## src/rtl/rvv_alu_sequencer_if.sv

```systemverilog
// Bundle of the command, ALU and write-back signals around the sequencer.
// All three channels use valid/ready semantics: a transfer happens in the
// cycle where valid and ready are both high on a rising clk edge; once valid
// is raised, the payload stays stable until that transfer takes place.
interface rvv_alu_sequencer_if #(
  parameter int VLEN     = 128,
  parameter int NB_LANES = 1
);
  // Command channel from vector decode
  logic                       cmd_valid;
  logic                       cmd_ready;
  logic [5:0]                 cmd_opcode;
  logic [2:0]                 cmd_op_type;
  logic [2:0]                 cmd_vsew;
  logic [10:0]                cmd_vl;
  logic                       cmd_mask;
  logic [VLEN-1:0]            cmd_vs1;
  logic [VLEN-1:0]            cmd_vs2;

  // ALU wrapper side
  logic                       alu_run;
  logic [5:0]                 alu_opcode;
  logic [2:0]                 alu_op_type;
  logic [2:0]                 alu_vsew;
  logic [10:0]                alu_vl;
  logic                       alu_mask;
  logic [VLEN-1:0]            alu_vs1;
  logic [VLEN-1:0]            alu_vs2;
  logic [(64<<NB_LANES)-1:0]  alu_vd;
  logic [(10<<NB_LANES)-1:0]  alu_regi;
  logic [(1<<NB_LANES)-1:0]   alu_res;
  logic                       alu_done;

  // Register-file write-back channel
  logic                       wb_valid;
  logic                       wb_ready;
  logic [VLEN-1:0]            wb_data;
  logic [VLEN/8-1:0]          wb_be;
  logic                       wb_err;

  // Sequencer view
  modport slave (
    input  cmd_valid, cmd_opcode, cmd_op_type, cmd_vsew, cmd_vl, cmd_mask,
           cmd_vs1, cmd_vs2,
    output cmd_ready,
    output alu_run, alu_opcode, alu_op_type, alu_vsew, alu_vl, alu_mask,
           alu_vs1, alu_vs2,
    input  alu_vd, alu_regi, alu_res, alu_done,
    output wb_valid, wb_data, wb_be, wb_err,
    input  wb_ready
  );

  // Environment view (decode stage, ALU wrapper, register file)
  modport master (
    output cmd_valid, cmd_opcode, cmd_op_type, cmd_vsew, cmd_vl, cmd_mask,
           cmd_vs1, cmd_vs2,
    input  cmd_ready,
    input  alu_run, alu_opcode, alu_op_type, alu_vsew, alu_vl, alu_mask,
           alu_vs1, alu_vs2,
    output alu_vd, alu_regi, alu_res, alu_done,
    input  wb_valid, wb_data, wb_be, wb_err,
    output wb_ready
  );
endinterface

```

## src/rtl/rvv_alu_sequencer.sv

```systemverilog
// Issue-and-collect controller for the multi-lane vector ALU wrapper.
// Accepts one command, keeps alu_run and operands stable while the ALU works,
// merges per-lane element results into a VLEN-wide image with byte enables,
// then offers the image to the register file.
module rvv_alu_sequencer #(
  parameter int VLEN     = 128,
  parameter int NB_LANES = 1,
  parameter int TIMEOUT  = 255
) (
  input  logic                   clk,
  input  logic                   reset,
  rvv_alu_sequencer_if.slave     bus,
  output logic [1:0]             dbg_state
);

  localparam int LANES  = 1 << NB_LANES;
  localparam int NBYTES = VLEN / 8;

  typedef enum logic [1:0] {
    S_IDLE = 2'd0,
    S_RUN  = 2'd1,
    S_WB   = 2'd2
  } state_t;

  state_t state, state_n;

  logic [5:0]        opcode_q;
  logic [2:0]        op_type_q;
  logic [2:0]        vsew_q;
  logic [10:0]       vl_q;
  logic              mask_q;
  logic [VLEN-1:0]   vs1_q;
  logic [VLEN-1:0]   vs2_q;
  logic [10:0]       vl_eff_q;

  logic [VLEN-1:0]   data_q;
  logic [NBYTES-1:0] be_q;
  logic              err_q;
  logic [10:0]       cnt_q;
  logic [7:0]        tmo_q;

  logic              accept;
  logic              tmo_hit;
  logic [31:0]       max_elems;
  logic [10:0]       vl_eff_new;

  logic [VLEN-1:0]   cap_data;
  logic [NBYTES-1:0] cap_be;
  logic [10:0]       cap_cnt;
  logic [LANES-1:0]  hit;
  logic [LANES-1:0]  seen;
  logic              dup;
  logic [2:0]        sew_mask;

  assign accept  = bus.cmd_valid && (state == S_IDLE);
  assign tmo_hit = (tmo_q == 8'(TIMEOUT - 1));

  // Elements that fit in one register at the requested SEW; vl is clamped to it
  assign max_elems  = 32'(VLEN) >> ({29'd0, bus.cmd_vsew} + 32'd3);
  assign vl_eff_new = ({21'd0, bus.cmd_vl} < max_elems) ? bus.cmd_vl : max_elems[10:0];

  // Byte offset mask inside one element (SEW/8 - 1)
  assign sew_mask = {vsew_q >= 3'd3, vsew_q >= 3'd2, vsew_q >= 3'd1};

  // Merge this cycle's lane results into the image; count only first captures
  always_comb begin
    cap_data = data_q;
    cap_be   = be_q;
    cap_cnt  = cnt_q;
    hit      = '0;
    seen     = '0;
    dup      = 1'b0;
    for (int k = 0; k < LANES; k++) begin
      hit[k] = bus.alu_res[k] && ({1'b0, bus.alu_regi[10*k +: 10]} < vl_eff_q);
    end
    for (int b = 0; b < NBYTES; b++) begin
      for (int k = 0; k < LANES; k++) begin
        if (hit[k] && ((32'(b) >> vsew_q) == {22'd0, bus.alu_regi[10*k +: 10]})) begin
          if (be_q[b]) seen[k] = 1'b1;
          cap_data[8*b +: 8] = bus.alu_vd[64*k + 8*int'(3'(b) & sew_mask) +: 8];
          cap_be[b]          = 1'b1;
        end
      end
    end
    for (int k = 0; k < LANES; k++) begin
      dup = 1'b0;
      for (int j = 0; j < k; j++) begin
        if (hit[j] && !seen[j] && (bus.alu_regi[10*j +: 10] == bus.alu_regi[10*k +: 10]))
          dup = 1'b1;
      end
      if (hit[k] && !seen[k] && !dup) cap_cnt = cap_cnt + 11'd1;
    end
  end

  // State register
  always_ff @(posedge clk) begin
    if (reset) state <= S_IDLE;
    else       state <= state_n;
  end

  // Next-state decode
  always_comb begin
    state_n = state;
    case (state)
      S_IDLE: begin
        if (accept) begin
          if (bus.cmd_vsew > 3'd3)      state_n = S_WB;
          else if (vl_eff_new == 11'd0) state_n = S_WB;
          else                          state_n = S_RUN;
        end
      end
      S_RUN: begin
        if (bus.alu_done || tmo_hit) state_n = S_WB;
      end
      S_WB: begin
        if (bus.wb_ready) state_n = S_IDLE;
      end
      default: state_n = S_IDLE;
    endcase
  end

  // Command latch: operands stay put from one accept to the next
  always_ff @(posedge clk) begin
    if (reset) begin
      opcode_q  <= '0;
      op_type_q <= '0;
      vsew_q    <= '0;
      vl_q      <= '0;
      mask_q    <= 1'b0;
      vs1_q     <= '0;
      vs2_q     <= '0;
      vl_eff_q  <= '0;
    end else if (accept) begin
      opcode_q  <= bus.cmd_opcode;
      op_type_q <= bus.cmd_op_type;
      vsew_q    <= bus.cmd_vsew;
      vl_q      <= bus.cmd_vl;
      mask_q    <= bus.cmd_mask;
      vs1_q     <= bus.cmd_vs1;
      vs2_q     <= bus.cmd_vs2;
      vl_eff_q  <= vl_eff_new;
    end
  end

  // Result buffer, capture and timeout counters, error flag
  always_ff @(posedge clk) begin
    if (reset) begin
      data_q <= '0;
      be_q   <= '0;
      err_q  <= 1'b0;
      cnt_q  <= '0;
      tmo_q  <= '0;
    end else if (accept) begin
      data_q <= '0;
      be_q   <= '0;
      cnt_q  <= '0;
      tmo_q  <= '0;
      err_q  <= (bus.cmd_vsew > 3'd3);
    end else if (state == S_RUN) begin
      data_q <= cap_data;
      be_q   <= cap_be;
      cnt_q  <= cap_cnt;
      if (bus.alu_done)  err_q <= (cap_cnt != vl_eff_q);
      else if (tmo_hit)  err_q <= 1'b1;
      else               tmo_q <= tmo_q + 8'd1;
    end
  end

  assign bus.cmd_ready   = (state == S_IDLE);
  assign bus.alu_run     = (state == S_RUN);
  assign bus.alu_opcode  = opcode_q;
  assign bus.alu_op_type = op_type_q;
  assign bus.alu_vsew    = vsew_q;
  assign bus.alu_vl      = vl_q;
  assign bus.alu_mask    = mask_q;
  assign bus.alu_vs1     = vs1_q;
  assign bus.alu_vs2     = vs2_q;
  assign bus.wb_valid    = (state == S_WB);
  assign bus.wb_data     = data_q;
  assign bus.wb_be       = be_q;
  assign bus.wb_err      = err_q;
  assign dbg_state       = state;

endmodule

```

## src/flat_wrapper.sv

```systemverilog
// flat-port wrapper written by rule: the top's interface ports become plain ports
module rvv_alu_sequencer_flat 
#(
  parameter int VLEN     = 128,
  parameter int NB_LANES = 1,
  parameter int TIMEOUT  = 255
)
  (clk, reset, dbg_state, bus_cmd_valid, bus_cmd_opcode, bus_cmd_op_type, bus_cmd_vsew, bus_cmd_vl, bus_cmd_mask, bus_cmd_vs1, bus_cmd_vs2, bus_cmd_ready, bus_alu_run, bus_alu_opcode, bus_alu_op_type, bus_alu_vsew, bus_alu_vl, bus_alu_mask, bus_alu_vs1, bus_alu_vs2, bus_alu_vd, bus_alu_regi, bus_alu_res, bus_alu_done, bus_wb_valid, bus_wb_data, bus_wb_be, bus_wb_err, bus_wb_ready);
  rvv_alu_sequencer_if #(.VLEN(VLEN), .NB_LANES(NB_LANES)) bus_i ();
  input  logic clk;
  input  logic reset;
  output logic [1:0] dbg_state;
  input wire logic [$bits(bus_i.cmd_valid)-1:0] bus_cmd_valid;
  input wire logic [$bits(bus_i.cmd_opcode)-1:0] bus_cmd_opcode;
  input wire logic [$bits(bus_i.cmd_op_type)-1:0] bus_cmd_op_type;
  input wire logic [$bits(bus_i.cmd_vsew)-1:0] bus_cmd_vsew;
  input wire logic [$bits(bus_i.cmd_vl)-1:0] bus_cmd_vl;
  input wire logic [$bits(bus_i.cmd_mask)-1:0] bus_cmd_mask;
  input wire logic [$bits(bus_i.cmd_vs1)-1:0] bus_cmd_vs1;
  input wire logic [$bits(bus_i.cmd_vs2)-1:0] bus_cmd_vs2;
  output wire logic [$bits(bus_i.cmd_ready)-1:0] bus_cmd_ready;
  output wire logic [$bits(bus_i.alu_run)-1:0] bus_alu_run;
  output wire logic [$bits(bus_i.alu_opcode)-1:0] bus_alu_opcode;
  output wire logic [$bits(bus_i.alu_op_type)-1:0] bus_alu_op_type;
  output wire logic [$bits(bus_i.alu_vsew)-1:0] bus_alu_vsew;
  output wire logic [$bits(bus_i.alu_vl)-1:0] bus_alu_vl;
  output wire logic [$bits(bus_i.alu_mask)-1:0] bus_alu_mask;
  output wire logic [$bits(bus_i.alu_vs1)-1:0] bus_alu_vs1;
  output wire logic [$bits(bus_i.alu_vs2)-1:0] bus_alu_vs2;
  input wire logic [$bits(bus_i.alu_vd)-1:0] bus_alu_vd;
  input wire logic [$bits(bus_i.alu_regi)-1:0] bus_alu_regi;
  input wire logic [$bits(bus_i.alu_res)-1:0] bus_alu_res;
  input wire logic [$bits(bus_i.alu_done)-1:0] bus_alu_done;
  output wire logic [$bits(bus_i.wb_valid)-1:0] bus_wb_valid;
  output wire logic [$bits(bus_i.wb_data)-1:0] bus_wb_data;
  output wire logic [$bits(bus_i.wb_be)-1:0] bus_wb_be;
  output wire logic [$bits(bus_i.wb_err)-1:0] bus_wb_err;
  input wire logic [$bits(bus_i.wb_ready)-1:0] bus_wb_ready;
  assign bus_i.cmd_valid = bus_cmd_valid;
  assign bus_i.cmd_opcode = bus_cmd_opcode;
  assign bus_i.cmd_op_type = bus_cmd_op_type;
  assign bus_i.cmd_vsew = bus_cmd_vsew;
  assign bus_i.cmd_vl = bus_cmd_vl;
  assign bus_i.cmd_mask = bus_cmd_mask;
  assign bus_i.cmd_vs1 = bus_cmd_vs1;
  assign bus_i.cmd_vs2 = bus_cmd_vs2;
  assign bus_cmd_ready = bus_i.cmd_ready;
  assign bus_alu_run = bus_i.alu_run;
  assign bus_alu_opcode = bus_i.alu_opcode;
  assign bus_alu_op_type = bus_i.alu_op_type;
  assign bus_alu_vsew = bus_i.alu_vsew;
  assign bus_alu_vl = bus_i.alu_vl;
  assign bus_alu_mask = bus_i.alu_mask;
  assign bus_alu_vs1 = bus_i.alu_vs1;
  assign bus_alu_vs2 = bus_i.alu_vs2;
  assign bus_i.alu_vd = bus_alu_vd;
  assign bus_i.alu_regi = bus_alu_regi;
  assign bus_i.alu_res = bus_alu_res;
  assign bus_i.alu_done = bus_alu_done;
  assign bus_wb_valid = bus_i.wb_valid;
  assign bus_wb_data = bus_i.wb_data;
  assign bus_wb_be = bus_i.wb_be;
  assign bus_wb_err = bus_i.wb_err;
  assign bus_i.wb_ready = bus_wb_ready;
  rvv_alu_sequencer #(.VLEN(VLEN), .NB_LANES(NB_LANES), .TIMEOUT(TIMEOUT)) u_core (.clk(clk), .reset(reset), .bus(bus_i), .dbg_state(dbg_state));
endmodule
```

## config.mk

```make
export PLATFORM = sky130hd
export DESIGN_NAME = rvv_alu_sequencer_flat
export DESIGN_NICKNAME = d
export VERILOG_FILES = /design/src/rtl/rvv_alu_sequencer_if.sv /design/src/rtl/rvv_alu_sequencer.sv /design/src/flat_wrapper.sv
export SDC_FILE = /design/constraint.sdc
export NUM_CORES = 1
export LEC_CHECK = 0
export BUFFER_PORTS_ARGS = -buffer_cell sky130_fd_sc_hd__clkbuf_2
export CAP_MARGIN = 20
export CORE_AREA = 2 2 339 341
export DETAILED_ROUTE_END_ITERATION = 10
export DIE_AREA = 0 0 341 343
export PLACE_DENSITY = 0.45
export SETUP_SLACK_MARGIN = 0.1
export SYNTH_ARGS = -nofsm -noshare
export SYNTH_HDL_FRONTEND = slang
export SYNTH_SLANG_ARGS = --single-unit
export TNS_END_PERCENT = 5
```

## constraint.sdc

```tcl
create_clock -name clk -period 4 [get_ports clk]
set_input_delay 0.8 -clock clk [delete_from_list [all_inputs] [get_ports clk]]
set_output_delay 0.8 -clock clk [all_outputs]
set_load 0.005 [all_outputs]
```

==> parameters.txt <==
Parameter                              Value

Critical path
  Critical path data required time ... roughly 4.6 ns
  Data arrival at the endpoint of the critical path ... 4.30 ns
  Largest fanout of any net on the critical path ... 9
  Critical path launch point type ... flop
  CP Capture Type ... flop
  Critical path cell sequence ... buf_6 -> ha_1 -> and2b_2 -> xnor2_2 -> nor3b_2 -> buf_4 -> a41oi_4 -> nand3_4 -> nor3_4 -> mux2_4 -> ha_1 -> buf_4 -> and2_4 -> maj3_2 -> a211oi_2 -> and4bb_1 -> a31oi_1
  Kind of critical path ... flop to flop
  Cell with the biggest individual delay on the critical path ... sky130_fd_sc_hd__mux2_4
  Peak per-stage delay on the critical path ... 0.33 ns

Route
  Average wire per standard cell ... 25.33 um
  Wire length reported by the detailed router ... around 120000 um
  Overall via count from detail_route ... 21890
  Detailed-route vias per instance ... roughly 4.6
  Antenna Nets Post-Route ... 0
  Number of search-and-repair iterations in the first detailed-routing pass ... 5
  First-iteration detailed-routing DRC count ... 1957
  # DRC ... 0

Place
  Placement Setup Slack ... -0.1336 ns
  Placed instance count ... 4674
  Routability congestion estimate from global placement ... 0.9273
  Half-perimeter wire length after detailed placement ... 98440 um
  Cell area after placement ... 28790 um^2
  Number of buffer cells added on primary ports ... 864

Timing
  Slew at the pin with the worst max-slew slack ... 0.9526 ns
  Worst-case clock skew ... approximately 0.037 ns
  Unrepaired setup endpoints after global routing ... no
  Worst Hold Margin ... 0.3455 ns
  Final critical-path required period ... 3.711 ns
  Summed negative setup slack over all endpoints ... 0 ns
  Final Worst Setup Slack ... 0.2887 ns
  Final Max Slew Viols ... 0
  Maximum operating frequency ... ~270 MHz
  Slew headroom ... 0.3635
  Fin crit share ... 0.9278
  Total count of hold-check failures in the final report ... 0
  Endpoints failing setup ... 0

Logic synthesis
  Async set or reset register ratio after synthesis ... 0
  Basic-gate share of the synthesized area counting and, or, nand and nor cells ... 0.1310
  Portion of the post-synthesis area used by sequential elements ... 0.4237
  Share of the synthesized netlist area taken by xor and xnor gates ... 0.03546
  Register bit total from synthesis ... between 400 and 500
  Combinational family with the most area after synthesis ... compound AO/OA/AOI/OAI gates
  Average instance area after synthesis ... between 9 and 10 um^2
  Adder-Cell Fraction of Synth Area ... 0.01964
  Fraction of synthesized area in multiplexers ... 0.1077
  Number of unique standard cell types used by synthesis ... 92
  Post-synthesis compound-gate area fraction ... 0.2423
  Post-synth EDFFs ... 0
  Number of nets produced by synthesis ... 2765
  Gate count after technology mapping ... 2297
  Synthesized area ... 21590 um^2
  Yosys synthesis warning count ... 0
  Prevailing post-synth register cell ... sky130_fd_sc_hd__dfxtp_1

Final layout
  Layout Area Growth over Synthesis ... 43.27%
  Fraction of final layout cells with drive strength greater than 1 ... 0.3810
  Most frequent cells in the layout ... sky130_fd_sc_hd__clkbuf_2, sky130_fd_sc_hd__dfxtp_1, sky130_fd_sc_hd__a22o_1
  Non-Filler Instances ... around 4800
  Post-route cell area ... between 30000 and 40000 um^2
  Commonest non-fill, non-tap cell in the layout ... sky130_fd_sc_hd__clkbuf_2
  Layout Nets ... 3694

Clocking
  Num Clock Sinks ... 457
  Clock tree from TritonCTS ... built
  Maximum clock path buffer count ... 3
  Number of hold buffers added after cts ... 0
  H-tree depth ... 2
  Reg clk slew, reported paths ... 0.06 ns
  Clock network latency to the later pin of the worst-skew pair ... 0.66 ns
  CTS Root Buffer Type ... sky130_fd_sc_hd__clkbuf_16
  Number of buffers inserted during clock tree synthesis ... 57

Power and ir drop
  Highest ir drop seen on vdd ... 0.0003010 V
  Static leakage power ... 0.01441 uW
  P per Cell Area ... around 420 nW/um^2

Floorplanning
  Die ar. ... 117000 um^2
  Top-level port count ... 865
  Die Ht ... 343 um
  Core area ... 113400 um^2
  Starting density of the core ... 0.1904
  Rows ... ~120
  Width of the die ... 341 um

Global routing
  Antenna violations before repair ... 14
  Global-route wire length before repair ... 163100 um
  Total global routing track utilization ... 0.1957
  Via count of the first global-routing pass ... 20550
  Total congestion overflow after global routing ... 0
  Maximum number of pins on one net before global-route repair ... 166

Outcome
  Outcome ... finished, final reports clean

Run
  Max Cap Violations ... 0

Worst hold path
  Min-delay worst type ... input pin to flop
## final timing paths
path	startpoint	cells after the start	slack [ns]	endpoint
min reg2reg	u_core.bus.wb_data[96]	2	0.46	u_core.bus.wb_data[96]
max	u_core.bus.alu_vsew[0]	17	0.29	u_core.bus.wb_err
max reg2reg	u_core.bus.alu_vsew[0]	17	0.29	u_core.bus.wb_err
min	bus_cmd_vs1[23]	2	0.35	u_core.bus.alu_vs1[23]
## final cells by class
type / count / area (um^2)
flip-flops and latches: 457 / 9154
repair buffers: 1048 / 6001
inverters: 34 / 127.6
fillers: 12270 / 82480
well taps: 1512 / 1892
clock inverters: 28 / 361.6
multi-input cells: 1628 / 11720
clock buffers: 78 / 1677
diodes: 2 / 5.005
## cells in the mapped netlist (all sizes together), types with 8 or more instances
master / instances / area (um^2)
a211o: 13 / 113.9
a211oi: 127 / 963.4
a21oi: 165 / 825.8
a22o: 277 / 2426
a31oi: 15 / 108.9
and2: 13 / 83.83
and3: 15 / 95.09
buf: 37 / 208.9
clkbuf: 141 / 530.5
dfxtp: 457 / 9149
ha: 33 / 412.9
inv: 33 / 123.9
mux2: 35 / 394.1
mux2i: 193 / 1932
nand2: 100 / 377.9
nand2b: 10 / 70.06
nand3: 17 / 102.6
nand4: 15 / 123.9
nor2: 254 / 958.4
nor2b: 78 / 488.0
nor3: 18 / 111.4
nor4: 10 / 83.83
o21ai: 45 / 225.2
o22ai: 8 / 50.05
o31ai: 9 / 67.56
xnor2: 58 / 515.5
xor2: 26 / 250.2
## metrics by stage
stage                     power [uW]  utilization
after floorplan                 6149            -
after detailed placement        7471       0.2538
after global routing           13520       0.2727
final                          13030       0.2728
after CTS                      13140       0.2718
after global placement          7478       0.2538
## repair_timing
item	in CTS	in global routing
setup buffers	0	5
endpoints found under the setup margin	0	3
gates resized for setup	0	17
## sequential cells by signal, summed over array words and instances, names as in the netlist
signal                  count
u_core.bus.alu_vs2        128
u_core.tmo_q                8
u_core.bus.alu_mask         1
u_core.bus.alu_op_type      3
u_core.dbg_state            2
u_core.vl_eff_q            11
u_core.bus.wb_data        128
u_core.bus.wb_err           1
u_core.bus.alu_vs1        128
u_core.bus.alu_vl          11
u_core.bus.alu_vsew         3
u_core.bus.wb_be           16
u_core.cnt_q               11
u_core.bus.alu_opcode       6
## cell families after synthesis
family | count (synthesis)
AOI/OAI and AO/OA | 710
and+or+nand+nor | 572
DFF | 457
muxes | 228
buffers and inverters | 212
xor gates and xnor gates | 84
adders and majority gates | 34
## where the power goes
group / internal [uW] / switching (uW)
logic: 994 / 1540
registers: 4770 / 135
clock network: 3280 / 2310
## layer usage
layer	up-vias	routed length, um	global-route usage
met4	24	3224	0.05507
met3	170	10420	0.06156
met2	831	49820	0.2747
li1	10310	-	-
met5	-	138	0
met1	10560	57660	0.2832
## worst max-delay path, delay by kind of cell (launching register included)
family                     cells  cell delay, ns
AOI/OAI and AO/OA              3            0.56
xor gates and xnor gates       1            0.15
adders and majority gates      3            0.72
buffers and inverters          3            0.45
DFF                            1            0.32
muxes                          1            0.33
and+or+nand+nor                6            1.15
Power figures use the tool's default switching activity.
